--- src/rtl/msrv32_pc_sequencer.sv ---
// ---------------------------------------------------------------------------
// msrv32_pc_sequencer
// Computes the next program counter for the PC register and drives the
// instruction-fetch request. It arbitrates between PC+4, branch/jump
// redirect, trap entry and MRET return, and it holds the PC during a fetch
// wait or a pipeline stall. Each redirect is followed by a one-cycle
// flush bubble.
//
// Optional feature macro: MSRV32_PC_MISALIGN_CHK_EN
//   When this macro is defined, a branch to a target that is not word aligned
//   is suppressed and misaligned_out pulses for one cycle.
//   When it is undefined, branch targets are used as given and
//   misaligned_out is always 0.
//
// Ports
//   ms_riscv32_mp_clk_in  : clock, rising edge
//   ms_riscv32_mp_rst_in  : synchronous active-low reset
//   pc_in                 : current PC (from the PC register)
//   branch_taken_in/_target_in : redirect request and target
//   trap_taken_in/trap_vector_in : trap entry request and handler address
//   mret_in/epc_in        : return-from-trap request and return address
//   stall_in              : downstream pipeline stall
//   imem_ack_in           : instruction memory returned data
//   imem_req_out          : fetch request (combinational)
//   imem_addr_out         : fetch address, always pc_in
//   pc_mux_out            : next PC (combinational, captured every cycle)
//   flush_out             : registered one-cycle flush pulse
//   misaligned_out        : registered misaligned-branch pulse
//   seq_state_out         : current FSM state
// ---------------------------------------------------------------------------
module msrv32_pc_sequencer #(
    parameter logic [31:0] RESET_VECTOR    = 32'h0000_0000,
    parameter logic [31:0] TRAP_ALIGN_MASK = 32'hFFFF_FFFC
) (
    input  logic        ms_riscv32_mp_clk_in,
    input  logic        ms_riscv32_mp_rst_in,
    input  logic [31:0] pc_in,
    input  logic        branch_taken_in,
    input  logic [31:0] branch_target_in,
    input  logic        trap_taken_in,
    input  logic [31:0] trap_vector_in,
    input  logic        mret_in,
    input  logic [31:0] epc_in,
    input  logic        stall_in,
    input  logic        imem_ack_in,
    output logic        imem_req_out,
    output logic [31:0] imem_addr_out,
    output logic [31:0] pc_mux_out,
    output logic        flush_out,
    output logic        misaligned_out,
    output logic [1:0]  seq_state_out
);

    localparam int unsigned PC_W = 32;

    typedef enum logic [1:0] {
        S_RESET = 2'd0,
        S_FETCH = 2'd1,
        S_STALL = 2'd2,
        S_FLUSH = 2'd3
    } seq_state_e;

    seq_state_e        state_q, state_d;
    logic              flush_q, flush_d;
    logic              misaligned_q, misaligned_d;
    logic [PC_W-1:0]   pc_seq;
    logic [PC_W-1:0]   pc_trap;
    logic [PC_W-1:0]   pc_except;
    logic              branch_bad;

    // Candidate next-PC values
    assign pc_seq    = pc_in + PC_W'(4);
    assign pc_trap   = trap_vector_in & TRAP_ALIGN_MASK;
    // A trap has priority over mret when both are requested
    assign pc_except = trap_taken_in ? pc_trap : (epc_in & TRAP_ALIGN_MASK);

`ifdef MSRV32_PC_MISALIGN_CHK_EN
    assign branch_bad = (branch_target_in[1:0] != 2'b00);
`else
    assign branch_bad = 1'b0;
`endif

    // State and pulse registers
    always_ff @(posedge ms_riscv32_mp_clk_in) begin
        if (!ms_riscv32_mp_rst_in) begin
            state_q      <= S_RESET;
            flush_q      <= 1'b0;
            misaligned_q <= 1'b0;
        end else begin
            state_q      <= state_d;
            flush_q      <= flush_d;
            misaligned_q <= misaligned_d;
        end
    end

    // Next-state and next-PC select
    always_comb begin
        state_d      = state_q;
        flush_d      = 1'b0;
        misaligned_d = 1'b0;
        pc_mux_out   = pc_in;
        imem_req_out = 1'b0;

        case (state_q)
            S_RESET: begin
                pc_mux_out = RESET_VECTOR;
                state_d    = S_FETCH;
            end

            S_FETCH: begin
                imem_req_out = 1'b1;
                if (trap_taken_in || mret_in) begin
                    pc_mux_out = pc_except;
                    state_d    = S_FLUSH;
                    flush_d    = 1'b1;
                end else if (!imem_ack_in) begin
                    state_d = S_FETCH;
                end else if (stall_in) begin
                    state_d = S_STALL;
                end else if (branch_taken_in) begin
                    if (branch_bad) begin
                        // Misaligned target: hold PC and let the trap unit respond
                        misaligned_d = 1'b1;
                        state_d      = S_FETCH;
                    end else begin
                        pc_mux_out = branch_target_in;
                        state_d    = S_FLUSH;
                        flush_d    = 1'b1;
                    end
                end else begin
                    pc_mux_out = pc_seq;
                    state_d    = S_FETCH;
                end
            end

            S_STALL: begin
                if (trap_taken_in || mret_in) begin
                    pc_mux_out = pc_except;
                    state_d    = S_FLUSH;
                    flush_d    = 1'b1;
                end else if (stall_in) begin
                    state_d = S_STALL;
                end else if (branch_taken_in) begin
                    if (branch_bad) begin
                        misaligned_d = 1'b1;
                        state_d      = S_FETCH;
                    end else begin
                        pc_mux_out = branch_target_in;
                        state_d    = S_FLUSH;
                        flush_d    = 1'b1;
                    end
                end else begin
                    pc_mux_out = pc_seq;
                    state_d    = S_FETCH;
                end
            end

            S_FLUSH: begin
                // Only a trap can re-redirect out of the bubble
                if (trap_taken_in) begin
                    pc_mux_out = pc_trap;
                    state_d    = S_FLUSH;
                    flush_d    = 1'b1;
                end else begin
                    state_d = S_FETCH;
                end
            end

            default: begin
                state_d = S_RESET;
            end
        endcase
    end

    assign imem_addr_out  = pc_in;
    assign flush_out      = flush_q;
    assign misaligned_out = misaligned_q;
    assign seq_state_out  = 2'(state_q);

endmodule

--- config.mk ---
export PLATFORM = sky130hd
export DESIGN_NAME = msrv32_pc_sequencer
export DESIGN_NICKNAME = d
export VERILOG_FILES = /design/src/rtl/msrv32_pc_sequencer.sv
export SDC_FILE = /design/constraint.sdc
export NUM_CORES = 1
export LEC_CHECK = 0
export ABC_CLOCK_PERIOD_IN_PS = 3000
export CAP_MARGIN = 20
export CORE_AREA = 2 2 100 102
export DETAILED_ROUTE_END_ITERATION = 8
export DIE_AREA = 0 0 102 104
export MAX_ROUTING_LAYER = met4
export PLACE_DENSITY_LB_ADDON = 0.15
export SETUP_SLACK_MARGIN = 0.5
export SYNTH_ARGS = -nofsm -noshare
export SYNTH_HDL_FRONTEND = slang
export SYNTH_SLANG_ARGS = --single-unit
--- constraint.sdc ---
create_clock -name ms_riscv32_mp_clk_in -period 3 [get_ports ms_riscv32_mp_clk_in]
set_clock_uncertainty 0.2 [all_clocks]
set_input_delay 0.3 -clock ms_riscv32_mp_clk_in [delete_from_list [all_inputs] [get_ports ms_riscv32_mp_clk_in]]
set_output_delay 0.3 -clock ms_riscv32_mp_clk_in [all_outputs]
set_load 0.02 [all_outputs]
==> impl_results.md <==
- DRT Pass-1 Iters: 6
- FF-to-FF Start: seq_state_out[1]
- Io pins: 204
- Async SR Flop Fraction: 0%
- CP Max Fanout: 8
- Die height: 104 microns
- Nets: 1041
- PortBufs: 198
- Most area-consuming cells after synthesis: o21ai_0 7.6%, buf_4 7.2%, a21oi_1 5.7%
- Worst Hold Class: in -> reg
- Htree depth: 1
- Critical Path End Type: primary output
- Synth warnings: 0
- Ys flop type: dfxtp_1
- Cell taking the most area after synthesis: o21ai_0
- Slew Limit Fails: 0
- Worst r2r path cells: 7
- Initial DRC Count: 744
- Hold EP: seq_state_out[0]
- Filler cell count: 681
- GRT overflow: 0
- Arrival time worst endpoint: 2.17 ns
- Clock-pin slew on the worst setup and hold paths: 0.03 ns
- Max-Cap Viols: 0
- First-pass GRT wire length: 35500 microns
- Pleak: 3.09 nW
- Int Pwr: 0.915 mW
- Vias in the first global route: 6725
- # hold bufs at CTS: 0
- Final HPWL DP: 16200 microns
- Clock Latency Late Sink: 0.23 ns
- Clk root buf: clkbuf_8
- Slew headroom: 63.4%
- Final worst setup slack: 0.329 ns
- Top-count cell post-synth: o21ai_0
- Fmax: 374 MHz
- Die width: 102 microns
- WL final: 24400 microns
- # clock sinks: 3
- TritonCTS buffer count: 3
- Seq pwr share: 3.0%
- Clock power frac: 7.0%
- Layout cells sized above 1: 40.3%
- Syn_nets: 743
- Initial antenna violation count: 0
- Syn Inst Count: 603
- Logic pwr share: 89.9%
- Least-Margin Pin Slew: 0.548 ns
- Hold Fails Final Rpt: 0
- Via density: 6.66
- Tmin final: 2.67 ns
- FP Rows: 36
- Final period utilization: 89.0%
- Endpoints failing setup: 0
- RSZ-0062 raised after global routing: true
- Cell area after layout: 7560 sq um
- Dpl cell area: 6650 sq um
- Via count: 6889
- RR Endpoint: seq_state_out[0]
- Register area share after synthesis: 1.57%
- Die ar.: 10600 sq um
- DR DRC count: 0
- Netlist cell types: 78
- Core box area: 9550 sq um
- Worst reg-to-reg setup slack: 0.98 ns
- EDFF count, synth: 0
- Setup WS pre-CTS: -0.507 ns
- RD Place Congestion: 1.01
- Mapped Area: 3830 sq um
- Antenna Nets Post-Route: 0
- Gr usage total: 43.5%
- Starting Density: 40.2%
- Crit start category: input port
- Post-synthesis area per instance: 6.36 sq um
- Setup Crit Path Kind: in -> out
- Hold_sp: ms_riscv32_mp_rst_in
- Hold Crit Depth: 2
- Min Hold Slack: 0.562 ns
- Switching portion of total power: 49.7%
- Fraction of synthesized cell area taken by the top area cell type: 7.57%
- Max VDD drop: 0.259 mV
- DR WL/cell: 23.6 microns
- TritonCTS clock tree: yes
- Power Density: 241 nW/um^2
- Synth-to-Final Area Change: 97.0%
- Switching power: 0.903 mW
- Largest net degree at the start of global routing: 22
- Flops & latches, synth: 3
- Synth cell count leaders: 58 x o21ai_0, 50 x nand2_1, 44 x a21oi_1
- Critical path required time: 2.50 ns
- Longest Clk Path Bufs: 2
- Outcome: complete, no violations
cell type report:
type                       instances  area (sq um)  area share [%]
tap                              133           166            2.20
sequential                         3          67.6           0.894
antenna                            1          2.50          0.0331
inverter                          20          81.3            1.08
multi-input combinational        481          3670            48.5
clock buffer                       4          45.0           0.596
timing repair buffer             392          3530            46.7
critical path, stage by stage:
cell and delay (ns):
buf_2 0.11, buf_6 0.12, buf_12 0.12, buf_6 0.13, inv_1 0.09, buf_4 0.18, o22ai_1 0.12, a2111oi_1 0.56
a22o_1 0.29, buf_6 0.13
layout by cell type, fill, tap and decap left out, types with 6 or more instances in the layout:
cell type | netlist | layout
mux2_2 | 9 | 7
dlygate4sd2_1 | 0 | 7
nand2b_1 | 10 | 8
buf_2 | 5 | 22
nand4_1 | 8 | 8
o21ai_0 | 58 | 44
a211oi_1 | 8 | 6
nor4_1 | 12 | 6
nand2_1 | 50 | 46
nand3_1 | 17 | 14
o22ai_1 | 17 | 16
clkdlybuf4s50_1 | 0 | 132
o21ai_1 | 0 | 12
buf_12 | 0 | 6
nor2_1 | 35 | 30
a21oi_1 | 44 | 39
o211ai_1 | 10 | 10
nor3_1 | 21 | 16
o31ai_1 | 7 | 6
buf_4 | 37 | 171
mux2i_1 | 20 | 20
buf_6 | 8 | 44
a221oi_2 | 0 | 6
nor3_2 | 2 | 6
inv_1 | 20 | 15
what timing repair did:
action                     CTS  global route
resized for setup          332            95
gates cloned                 2             0
setup endpoints to repair   32            32
pin swaps                   44            45
setup buffers               28            12
cells by family after synthesis:
logic type / after synthesis / synth area share, %
other cells: 1 / 0.0978
xor+xnor: 1 / 0.228
mux: 29 / 7.86
fa+ha+maj: 5 / 1.63
simple gates: 207 / 29.3
buf+inv: 120 / 17.6
compound gates: 237 / 41.8
flops: 3 / 1.57
metrics by stage:
step	std cells	power, mW	utilization (%)	setup TNS, ns
floorplan	603	0.743	-	0
global placement	987	1.39	69.6	-9.02
detailed placement	987	1.41	69.6	-9.75
CTS	1021	1.64	75.4	0
global route	1033	1.90	79.1	0
finish	1034	1.82	79.1	0
metal layers:
layer  vias to the layer above  GRT usage (%)  part of all wire, %
li1                       2892              -                    -
met1                      3162           51.1                   35
met2                       648           68.9                   46
met3                       187           8.27                   13
met4                         0           24.1                  6.7
met5                         -              -                    0
how the worst max path moves through the flow:
stage | from | endpoint
finish | stall_in | pc_mux_out[23]
global route | pc_in[12] | pc_mux_out[21]
CTS | pc_in[7] | pc_mux_out[23]
detailed placement | pc_in[2] | pc_mux_out[14]
global placement | pc_in[8] | pc_mux_out[17]
floorplan | seq_state_out[1] | pc_mux_out[5]
sequential cells by signal, summed over array words and instances (netlist names):
name / flops
seq_state_out: 2
flush_out: 1
power by group through the flow:
stage	combinational [mW]	sequential, mW	clock (mW)
global placement	1.34	0.0503	0
detailed placement	1.36	0.0506	0
CTS	1.46	0.0525	0.123
finish	1.63	0.0550	0.128
global route	1.71	0.0556	0.136
floorplan	0.687	0.0562	0
Power figures use the tool's default switching activity.
